File: src/rtl/fft_frame_ctrl.sv
// Frame controller between an ADC sample stream and an FFT core: issues one config word per frame,
// then forces every frame to exactly 2^L beats. Define FFT_FRAME_CTRL_STATS_EN for saturating statistics.
module fft_frame_ctrl #(
    parameter int MAX_LOG2_LEN  = 13,
    parameter int CHANNELS      = 2,
    parameter int SAMPLE_W      = 32,
    parameter int CFG_W         = 16,
    parameter int SETTLE_CYCLES = 16
) (
    input  logic                         aclk,
    input  logic                         aresetn,
    input  logic                         start,
    input  logic [4:0]                   cfg_log2_len,
    input  logic                         cfg_fwd_inv,
    input  logic [CHANNELS*SAMPLE_W-1:0] s_axis_tdata,
    input  logic                         s_axis_tvalid,
    input  logic                         s_axis_tlast,
    output logic                         s_axis_tready,
    output logic [CFG_W-1:0]             m_cfg_tdata,
    output logic                         m_cfg_tvalid,
    input  logic                         m_cfg_tready,
    output logic [CHANNELS*SAMPLE_W-1:0] m_fft_tdata,
    output logic                         m_fft_tvalid,
    output logic                         m_fft_tlast,
    input  logic                         m_fft_tready,
    input  logic [CHANNELS*SAMPLE_W-1:0] s_res_tdata,
    input  logic                         s_res_tvalid,
    input  logic                         s_res_tlast,
    output logic                         s_res_tready,
    output logic [CHANNELS*SAMPLE_W-1:0] m_axis_tdata,
    output logic                         m_axis_tvalid,
    output logic                         m_axis_tlast,
    input  logic                         m_axis_tready,
    output logic                         busy,
    output logic                         frame_done,
    output logic                         pad_evt,
`ifdef FFT_FRAME_CTRL_STATS_EN
    output logic [15:0]                  stat_frames,
    output logic [15:0]                  stat_pad,
    output logic [15:0]                  stat_trunc,
`endif
    output logic                         trunc_evt
);
    localparam int DW    = CHANNELS * SAMPLE_W;
    localparam int CNT_W = MAX_LOG2_LEN;
    localparam int SET_W = (SETTLE_CYCLES > 1) ? $clog2(SETTLE_CYCLES) : 1;
    localparam logic [SET_W-1:0] SETTLE_LAST = SET_W'((SETTLE_CYCLES > 0) ? SETTLE_CYCLES - 1 : 0);
    localparam logic [CNT_W-1:0] CNT_ONES    = '1;
    localparam logic [4:0]       MIN_L       = 5'd3;
    localparam logic [4:0]       MAX_L       = 5'(MAX_LOG2_LEN);

    typedef enum logic [2:0] {IDLE, CONFIG, SETTLE, WRITE, PAD, DRAIN, WAIT_OUT} state_t;

    state_t           state_q, state_d;
    logic [CNT_W-1:0] cnt_q, cnt_d;
    logic [SET_W-1:0] settle_q, settle_d;
    logic [4:0]       len_q, len_d;
    logic             fwd_q, fwd_d;
    logic             cfg_valid_q, cfg_valid_d;
    logic [DW-1:0]    dat_q, dat_d;
    logic             vld_q, vld_d;
    logic             lst_q, lst_d;
    logic             pad_evt_q, pad_evt_d;
    logic             trunc_evt_q, trunc_evt_d;

    logic [4:0]       clamp_len;
    logic [CNT_W-1:0] last_idx;
    logic             last_beat;
    logic             load;
    logic [CFG_W-1:0] cfg_word;

    // Shifting an all-ones mask by L yields N-1 directly, including L == MAX_LOG2_LEN.
    assign clamp_len = (cfg_log2_len < MIN_L) ? MIN_L :
                       (cfg_log2_len > MAX_L) ? MAX_L : cfg_log2_len;
    assign last_idx  = ~(CNT_ONES << len_q);
    assign last_beat = (cnt_q == last_idx);
    assign load      = !vld_q || m_fft_tready;

    always_comb begin
        cfg_word      = '0;
        cfg_word[4:0] = len_q;
        cfg_word[8]   = fwd_q;
    end

    always_comb begin
        state_d       = state_q;
        cnt_d         = cnt_q;
        settle_d      = settle_q;
        len_d         = len_q;
        fwd_d         = fwd_q;
        cfg_valid_d   = cfg_valid_q;
        dat_d         = dat_q;
        vld_d         = vld_q;
        lst_d         = lst_q;
        pad_evt_d     = 1'b0;
        trunc_evt_d   = 1'b0;
        s_axis_tready = 1'b0;
        frame_done    = 1'b0;
        // The output stage empties whenever it may load, unless a new beat replaces it below.
        if (load) begin
            vld_d = 1'b0;
            lst_d = 1'b0;
        end
        case (state_q)
            IDLE: begin
                if (start) begin
                    state_d     = CONFIG;
                    len_d       = clamp_len;
                    fwd_d       = cfg_fwd_inv;
                    cfg_valid_d = 1'b1;
                    cnt_d       = '0;
                end
            end
            CONFIG: begin
                if (cfg_valid_q && m_cfg_tready) begin
                    cfg_valid_d = 1'b0;
                    settle_d    = '0;
                    state_d     = (SETTLE_CYCLES == 0) ? WRITE : SETTLE;
                end
            end
            SETTLE: begin
                if (settle_q == SETTLE_LAST) state_d = WRITE;
                else                         settle_d = settle_q + SET_W'(1);
            end
            WRITE: begin
                s_axis_tready = load;
                if (load && s_axis_tvalid) begin
                    dat_d = s_axis_tdata;
                    vld_d = 1'b1;
                    lst_d = last_beat;
                    cnt_d = cnt_q + CNT_W'(1);
                    if (last_beat) begin
                        state_d     = s_axis_tlast ? WAIT_OUT : DRAIN;
                        trunc_evt_d = !s_axis_tlast;
                    end else if (s_axis_tlast) begin
                        state_d   = PAD;
                        pad_evt_d = 1'b1;
                    end
                end
            end
            PAD: begin
                if (load) begin
                    dat_d = '0;
                    vld_d = 1'b1;
                    lst_d = last_beat;
                    cnt_d = cnt_q + CNT_W'(1);
                    if (last_beat) state_d = WAIT_OUT;
                end
            end
            DRAIN: begin
                s_axis_tready = 1'b1;
                if (s_axis_tvalid && s_axis_tlast) state_d = WAIT_OUT;
            end
            WAIT_OUT: begin
                if (s_res_tvalid && m_axis_tready && s_res_tlast) begin
                    state_d    = IDLE;
                    frame_done = 1'b1;
                end
            end
            default: state_d = IDLE;
        endcase
    end

    always_ff @(posedge aclk) begin
        if (!aresetn) begin
            state_q     <= IDLE;
            cnt_q       <= '0;
            settle_q    <= '0;
            len_q       <= '0;
            fwd_q       <= 1'b0;
            cfg_valid_q <= 1'b0;
            dat_q       <= '0;
            vld_q       <= 1'b0;
            lst_q       <= 1'b0;
            pad_evt_q   <= 1'b0;
            trunc_evt_q <= 1'b0;
        end else begin
            state_q     <= state_d;
            cnt_q       <= cnt_d;
            settle_q    <= settle_d;
            len_q       <= len_d;
            fwd_q       <= fwd_d;
            cfg_valid_q <= cfg_valid_d;
            dat_q       <= dat_d;
            vld_q       <= vld_d;
            lst_q       <= lst_d;
            pad_evt_q   <= pad_evt_d;
            trunc_evt_q <= trunc_evt_d;
        end
    end

    assign m_cfg_tdata   = cfg_word;
    assign m_cfg_tvalid  = cfg_valid_q;
    assign m_fft_tdata   = dat_q;
    assign m_fft_tvalid  = vld_q;
    assign m_fft_tlast   = lst_q;
    assign busy          = (state_q != IDLE);
    assign pad_evt       = pad_evt_q;
    assign trunc_evt     = trunc_evt_q;

    assign m_axis_tdata  = s_res_tdata;
    assign m_axis_tvalid = s_res_tvalid;
    assign m_axis_tlast  = s_res_tlast;
    assign s_res_tready  = m_axis_tready;

`ifdef FFT_FRAME_CTRL_STATS_EN
    logic [15:0] stat_frames_q, stat_pad_q, stat_trunc_q;

    always_ff @(posedge aclk) begin
        if (!aresetn) begin
            stat_frames_q <= '0;
            stat_pad_q    <= '0;
            stat_trunc_q  <= '0;
        end else begin
            if (frame_done && stat_frames_q != 16'hFFFF) stat_frames_q <= stat_frames_q + 16'd1;
            if (pad_evt_q && stat_pad_q != 16'hFFFF)     stat_pad_q    <= stat_pad_q + 16'd1;
            if (trunc_evt_q && stat_trunc_q != 16'hFFFF) stat_trunc_q  <= stat_trunc_q + 16'd1;
        end
    end

    assign stat_frames = stat_frames_q;
    assign stat_pad    = stat_pad_q;
    assign stat_trunc  = stat_trunc_q;
`endif
endmodule
File: config.mk
export PLATFORM = sky130hd
export DESIGN_NAME = fft_frame_ctrl
export DESIGN_NICKNAME = d
export VERILOG_FILES = /design/src/rtl/fft_frame_ctrl.sv
export SDC_FILE = /design/constraint.sdc
export NUM_CORES = 1
export LEC_CHECK = 0
export CAP_MARGIN = 20
export CORE_ASPECT_RATIO = 0.75
export CORE_UTILIZATION = 36
export DETAILED_ROUTE_END_ITERATION = 6
export GPL_ROUTABILITY_DRIVEN = 0
export PLACE_DENSITY = 0.79
export SKIP_CTS_REPAIR_TIMING = 1
export SYNTH_ARGS = -nofsm -noshare
export SYNTH_HDL_FRONTEND = slang
export SYNTH_SLANG_ARGS = --single-unit
File: constraint.sdc
create_clock -name aclk -period 2.6 [get_ports aclk]
set_clock_uncertainty 0.1 [all_clocks]
set_input_delay 0.39 -clock aclk [delete_from_list [all_inputs] [get_ports aclk]]
set_output_delay 0.39 -clock aclk [all_outputs]
set_load 0.05 [all_outputs]
==> tab_implementation.tex, run 1 <==
\begin{tabular}{lr}
\hline
Metric & Value \\
\hline
\multicolumn{2}{l}{\textbf{STA}} \\
Maximum frequency from static timing analysis & 407 MHz \\
Hold Vio Cnt, Final & 0 \\
Final cycle utilization of the critical path & 0.946 \\
Post-route worst setup slack & 0.141 ns \\
Final-layout worst hold slack & 0.374 ns \\
Setup repair after global routing missed its margin & no \\
Fin. max-slew vios & 0 \\
Transition time of the tightest slew-check pin & 0.596 ns \\
\# setup viols final & 0 \\
Setup tns final & 0 ns \\
Worst slew margin relative to its limit & 0.602 \\
Time the worst path needs with I/O delays and setup & 2.46 ns \\
\multicolumn{2}{l}{\textbf{Detailed routing}} \\
Number of nets still failing antenna checks after routing & 0 \\
DRC Markers & 0 \\
Drt via density & 5.19 \\
DR pass1 iterations & 5 \\
Count of routing violations after the opening detailed-route iteration & 243 \\
Avg WL per Cell & 16.7 µm \\
Detailed Route WL & 11,900 µm \\
Vias & between 3,000 and 4,000 \\
\multicolumn{2}{l}{\textbf{Clocking}} \\
Root cell of the clock tree & sky130\_fd\_sc\_hd\_\_clkbuf\_16 \\
Total clock buffers created by CTS & 9 \\
Total clock sinks & 95 \\
Maximum clock path buffer count & 2 \\
H-tree Lvls & 3 \\
Clock tree from TritonCTS & done \\
Reg clk slew, reported paths & around 0.070 ns \\
Source-to-sink clock delay at the later pin of the worst-skew pair & 0.34 ns \\
\multicolumn{2}{l}{\textbf{Worst setup path}} \\
Highest cell delay on the worst timing path & 0.81 ns \\
Family of cells with the greatest summed delay on the critical path & buffers and inverters \\
Worst path bufs/invs & 1 \\
Category of the worst setup path capture point & output pin \\
Cells along the critical path & or3\_1, clkdlybuf4s50\_1 \\
Worst path slowest cell & sky130\_fd\_sc\_hd\_\_clkdlybuf4s50\_1 \\
Critical Path Start Type & flip-flop \\
Critical Path RT & 2.11 ns \\
CP Max Fanout & 17 \\
Data arrival time of the critical path & 1.97 ns \\
Type of the worst setup path & flip-flop to output pin \\
\multicolumn{2}{l}{\textbf{Synthesis}} \\
Post-synth top area cell & sky130\_fd\_sc\_hd\_\_dfxtp\_1 \\
Post-synthesis register bit count & 95 \\
Top\_reg\_cell synth & sky130\_fd\_sc\_hd\_\_dfxtp\_1 \\
Dominant cells by area after synthesis & sky130\_fd\_sc\_hd\_\_dfxtp\_1 43\%, sky130\_fd\_sc\_hd\_\_buf\_4 13\%, sky130\_fd\_sc\_hd\_\_a22o\_1 13\% \\
Area share of the leading cell type in the synthesized netlist & 0.426 \\
Average cell area after synthesis & 9.43 µm² \\
Cell area after technology mapping & between 4000 and 5000 µm² \\
Netlist cell types & 56 \\
Part of the Yosys area used for sequential elements & 0.426 \\
Most frequent cell after synthesis & sky130\_fd\_sc\_hd\_\_dfxtp\_1 \\
Number of enable flip-flop cells after synthesis & 0 \\
Yosys synthesis warning count & 0 \\
Synthesized instance count & between 400 and 500 \\
Commonest cells post-synth & 95 x sky130\_fd\_sc\_hd\_\_dfxtp\_1, 79 x sky130\_fd\_sc\_hd\_\_buf\_4, 66 x sky130\_fd\_sc\_hd\_\_a22o\_1 \\
Share of flip-flops with an asynchronous set or reset & 0 \\
\multicolumn{2}{l}{\textbf{Placement}} \\
Sum of net half-perimeters after detailed placement & 8820 µm \\
Buffers added on ports & 160 \\
Post-DP Area & roughly 5600 µm² \\
Post-placement setup slack & between 0.1 and 0.15 ns \\
\multicolumn{2}{l}{\textbf{Job}} \\
Max Cap Violations & 0 \\
\multicolumn{2}{l}{\textbf{Pwr}} \\
Share of total power consumed by net switching & 0.375 \\
Internal portion of total power & 2.85 mW \\
Leak & 2.26 nW \\
IR Drop Worst-Case VDD & 382 µV \\
Power spent charging and discharging nets & 1.71 mW \\
Share of total power in sequential cells & 0.385 \\
Combinational share of power & 0.332 \\
Power per cell area & 768 nW/µm² \\
Part of the power in the clock network & 0.283 \\
\multicolumn{2}{l}{\textbf{Floorplanning}} \\
Die boundary height & 98.4 µm \\
Effective utilization at floorplan & 0.377 \\
Placeable core area & between 10,000 and 15,000 µm² \\
Number of rows in the core area & 34 \\
Num ports & 299 \\
Die Outline Area & 12,800 µm² \\
Width of the chip & 131 µm \\
\multicolumn{2}{l}{\textbf{Global routing}} \\
Wire length of the first global-routing pass & 18,200 µm \\
GRT overflow & 0 \\
Largest net degree at the start of global routing & 65 \\
Vias in the first global route & 3,582 \\
Global-route usage over all layers & 0.181 \\
Initial antenna violation count & 0 \\
\multicolumn{2}{l}{\textbf{Cells and area}} \\
Area growth, synth to finish & 32.9\% \\
Post-route cell area & $\sim$5900 µm² \\
Antenna diode count & 0 \\
Layout cells sized above 1 & 0.0563 \\
Count of filler cells inserted in the layout & 1,077 \\
Area taken by flip-flops and latches & 1900 µm² \\
Multi-input combinational cell area & 1820 µm² \\
Net count, final & $\sim$690 \\
\multicolumn{2}{l}{\textbf{Run status}} \\
Result of the run & finished, final reports clean \\
\multicolumn{2}{l}{\textbf{Min path}} \\
Class of the worst hold path & flip-flop to flip-flop \\
\hline
\end{tabular}
[sequential cells by signal, indices dropped and copies added (netlist names)]
register / count
state_q: 3
trunc_evt: 1
m_fft_tlast: 1
settle_q: 4
cnt_q: 13
m_fft_tvalid: 1
pad_evt: 1
fwd_q: 1
len_q: 5
m_fft_tdata: 64
m_cfg_tvalid: 1
[layout make-up]
class / instances / share of cell area
clock buffer: 9 / 0.0380
clock inverter: 7 / 0.0106
inverter: 10 / 0.00633
multi-input combinational: 266 / 0.307
sequential: 95 / 0.321
tap: 162 / 0.0342
timing repair buffer: 164 / 0.283
[path summary, 6_finish.rpt]
kind	start	to	slack [ns]	depth (start not counted)
worst min register to register	m_fft_tlast	m_fft_tlast	0.37	2
worst max-delay path	state_q[0]	busy	0.14	2
worst max register to register	len_q[1]	pad_evt	0.30	6
worst min-delay path	m_fft_tlast	m_fft_tlast	0.37	2
[metal layers]
metal  GRT usage  vias to the layer above  share of wire
met5           0                        -              0
met4      0.0592                        0          0.011
met3      0.0679                       17          0.095
met2       0.298                      200           0.49
met1       0.216                     1725           0.41
li1            -                     1756              -
[power groups by stage]
stage                     combinational [mW]  clock, mW  sequential (mW)
after floorplan                         1.08          0             2.00
after global placement                  1.48          0             1.77
after detailed placement                1.51          0             1.78
after CTS                               1.51       1.33             1.75
after global routing                    1.61       1.39             1.78
final                                   1.51       1.29             1.75
[metrics by stage]
step           total power [mW]  std cells   util
2_1_floorplan              3.08        482      -
3_3_place_gp               3.25        697  0.477
3_5_place_dp               3.28        697  0.477
4_1_cts                    4.59        713  0.501
5_1_grt                    4.78        713  0.501
6_report                   4.55        713  0.501
[tightest hold or removal path: cells and delay by family, from the launching register on]
family	cells	cell delay, ns
and+or+nand+nor	1	0.06
DFF	1	0.32
AOI/OAI and AO/OA	1	0.05
[cell usage in the layout (no fill, tap or decap), types with 5 or more instances in the layout]
cell type	count
sky130_fd_sc_hd__xnor2_1	8
sky130_fd_sc_hd__nor2b_1	5
sky130_fd_sc_hd__nor4_1	5
sky130_fd_sc_hd__dfxtp_1	95
sky130_fd_sc_hd__nand4_1	5
sky130_fd_sc_hd__nand3_1	9
sky130_fd_sc_hd__a22o_1	66
sky130_fd_sc_hd__nor3_1	8
sky130_fd_sc_hd__inv_1	10
sky130_fd_sc_hd__a21oi_1	13
sky130_fd_sc_hd__clkdlybuf4s50_1	158
sky130_fd_sc_hd__and3_1	8
sky130_fd_sc_hd__nand2_1	19
sky130_fd_sc_hd__conb_1	10
sky130_fd_sc_hd__clkbuf_16	9
sky130_fd_sc_hd__o21ai_0	13
sky130_fd_sc_hd__nor2_1	30
[cell families after synthesis]
kind of cell             after synthesis  synth area share
multiplexers                           3           0.00673
AND/OR/NAND/NOR                      109             0.125
other                                  1          0.000840
flip-flops                            95             0.426
adder cells (fa/ha/maj)                5            0.0126
XOR/XNOR                              12            0.0236
AO/OA/AOI/OAI                        127             0.231
buffers and inverters                121             0.174
(Power assumes the default switching activity.)
==> run 2: changes to the inputs <==
--- a/config.mk
+++ b/config.mk
@@ -10,6 +10,7 @@
 export CORE_UTILIZATION = 36
 export DETAILED_ROUTE_END_ITERATION = 6
 export GPL_ROUTABILITY_DRIVEN = 0
+export HOLD_SLACK_MARGIN = 0.03
 export PLACE_DENSITY = 0.79
 export SKIP_CTS_REPAIR_TIMING = 1
 export SYNTH_ARGS = -nofsm -noshare
==> results of run 2 <==
No change in the layout: final DEF, timing and power equal those of run 1.
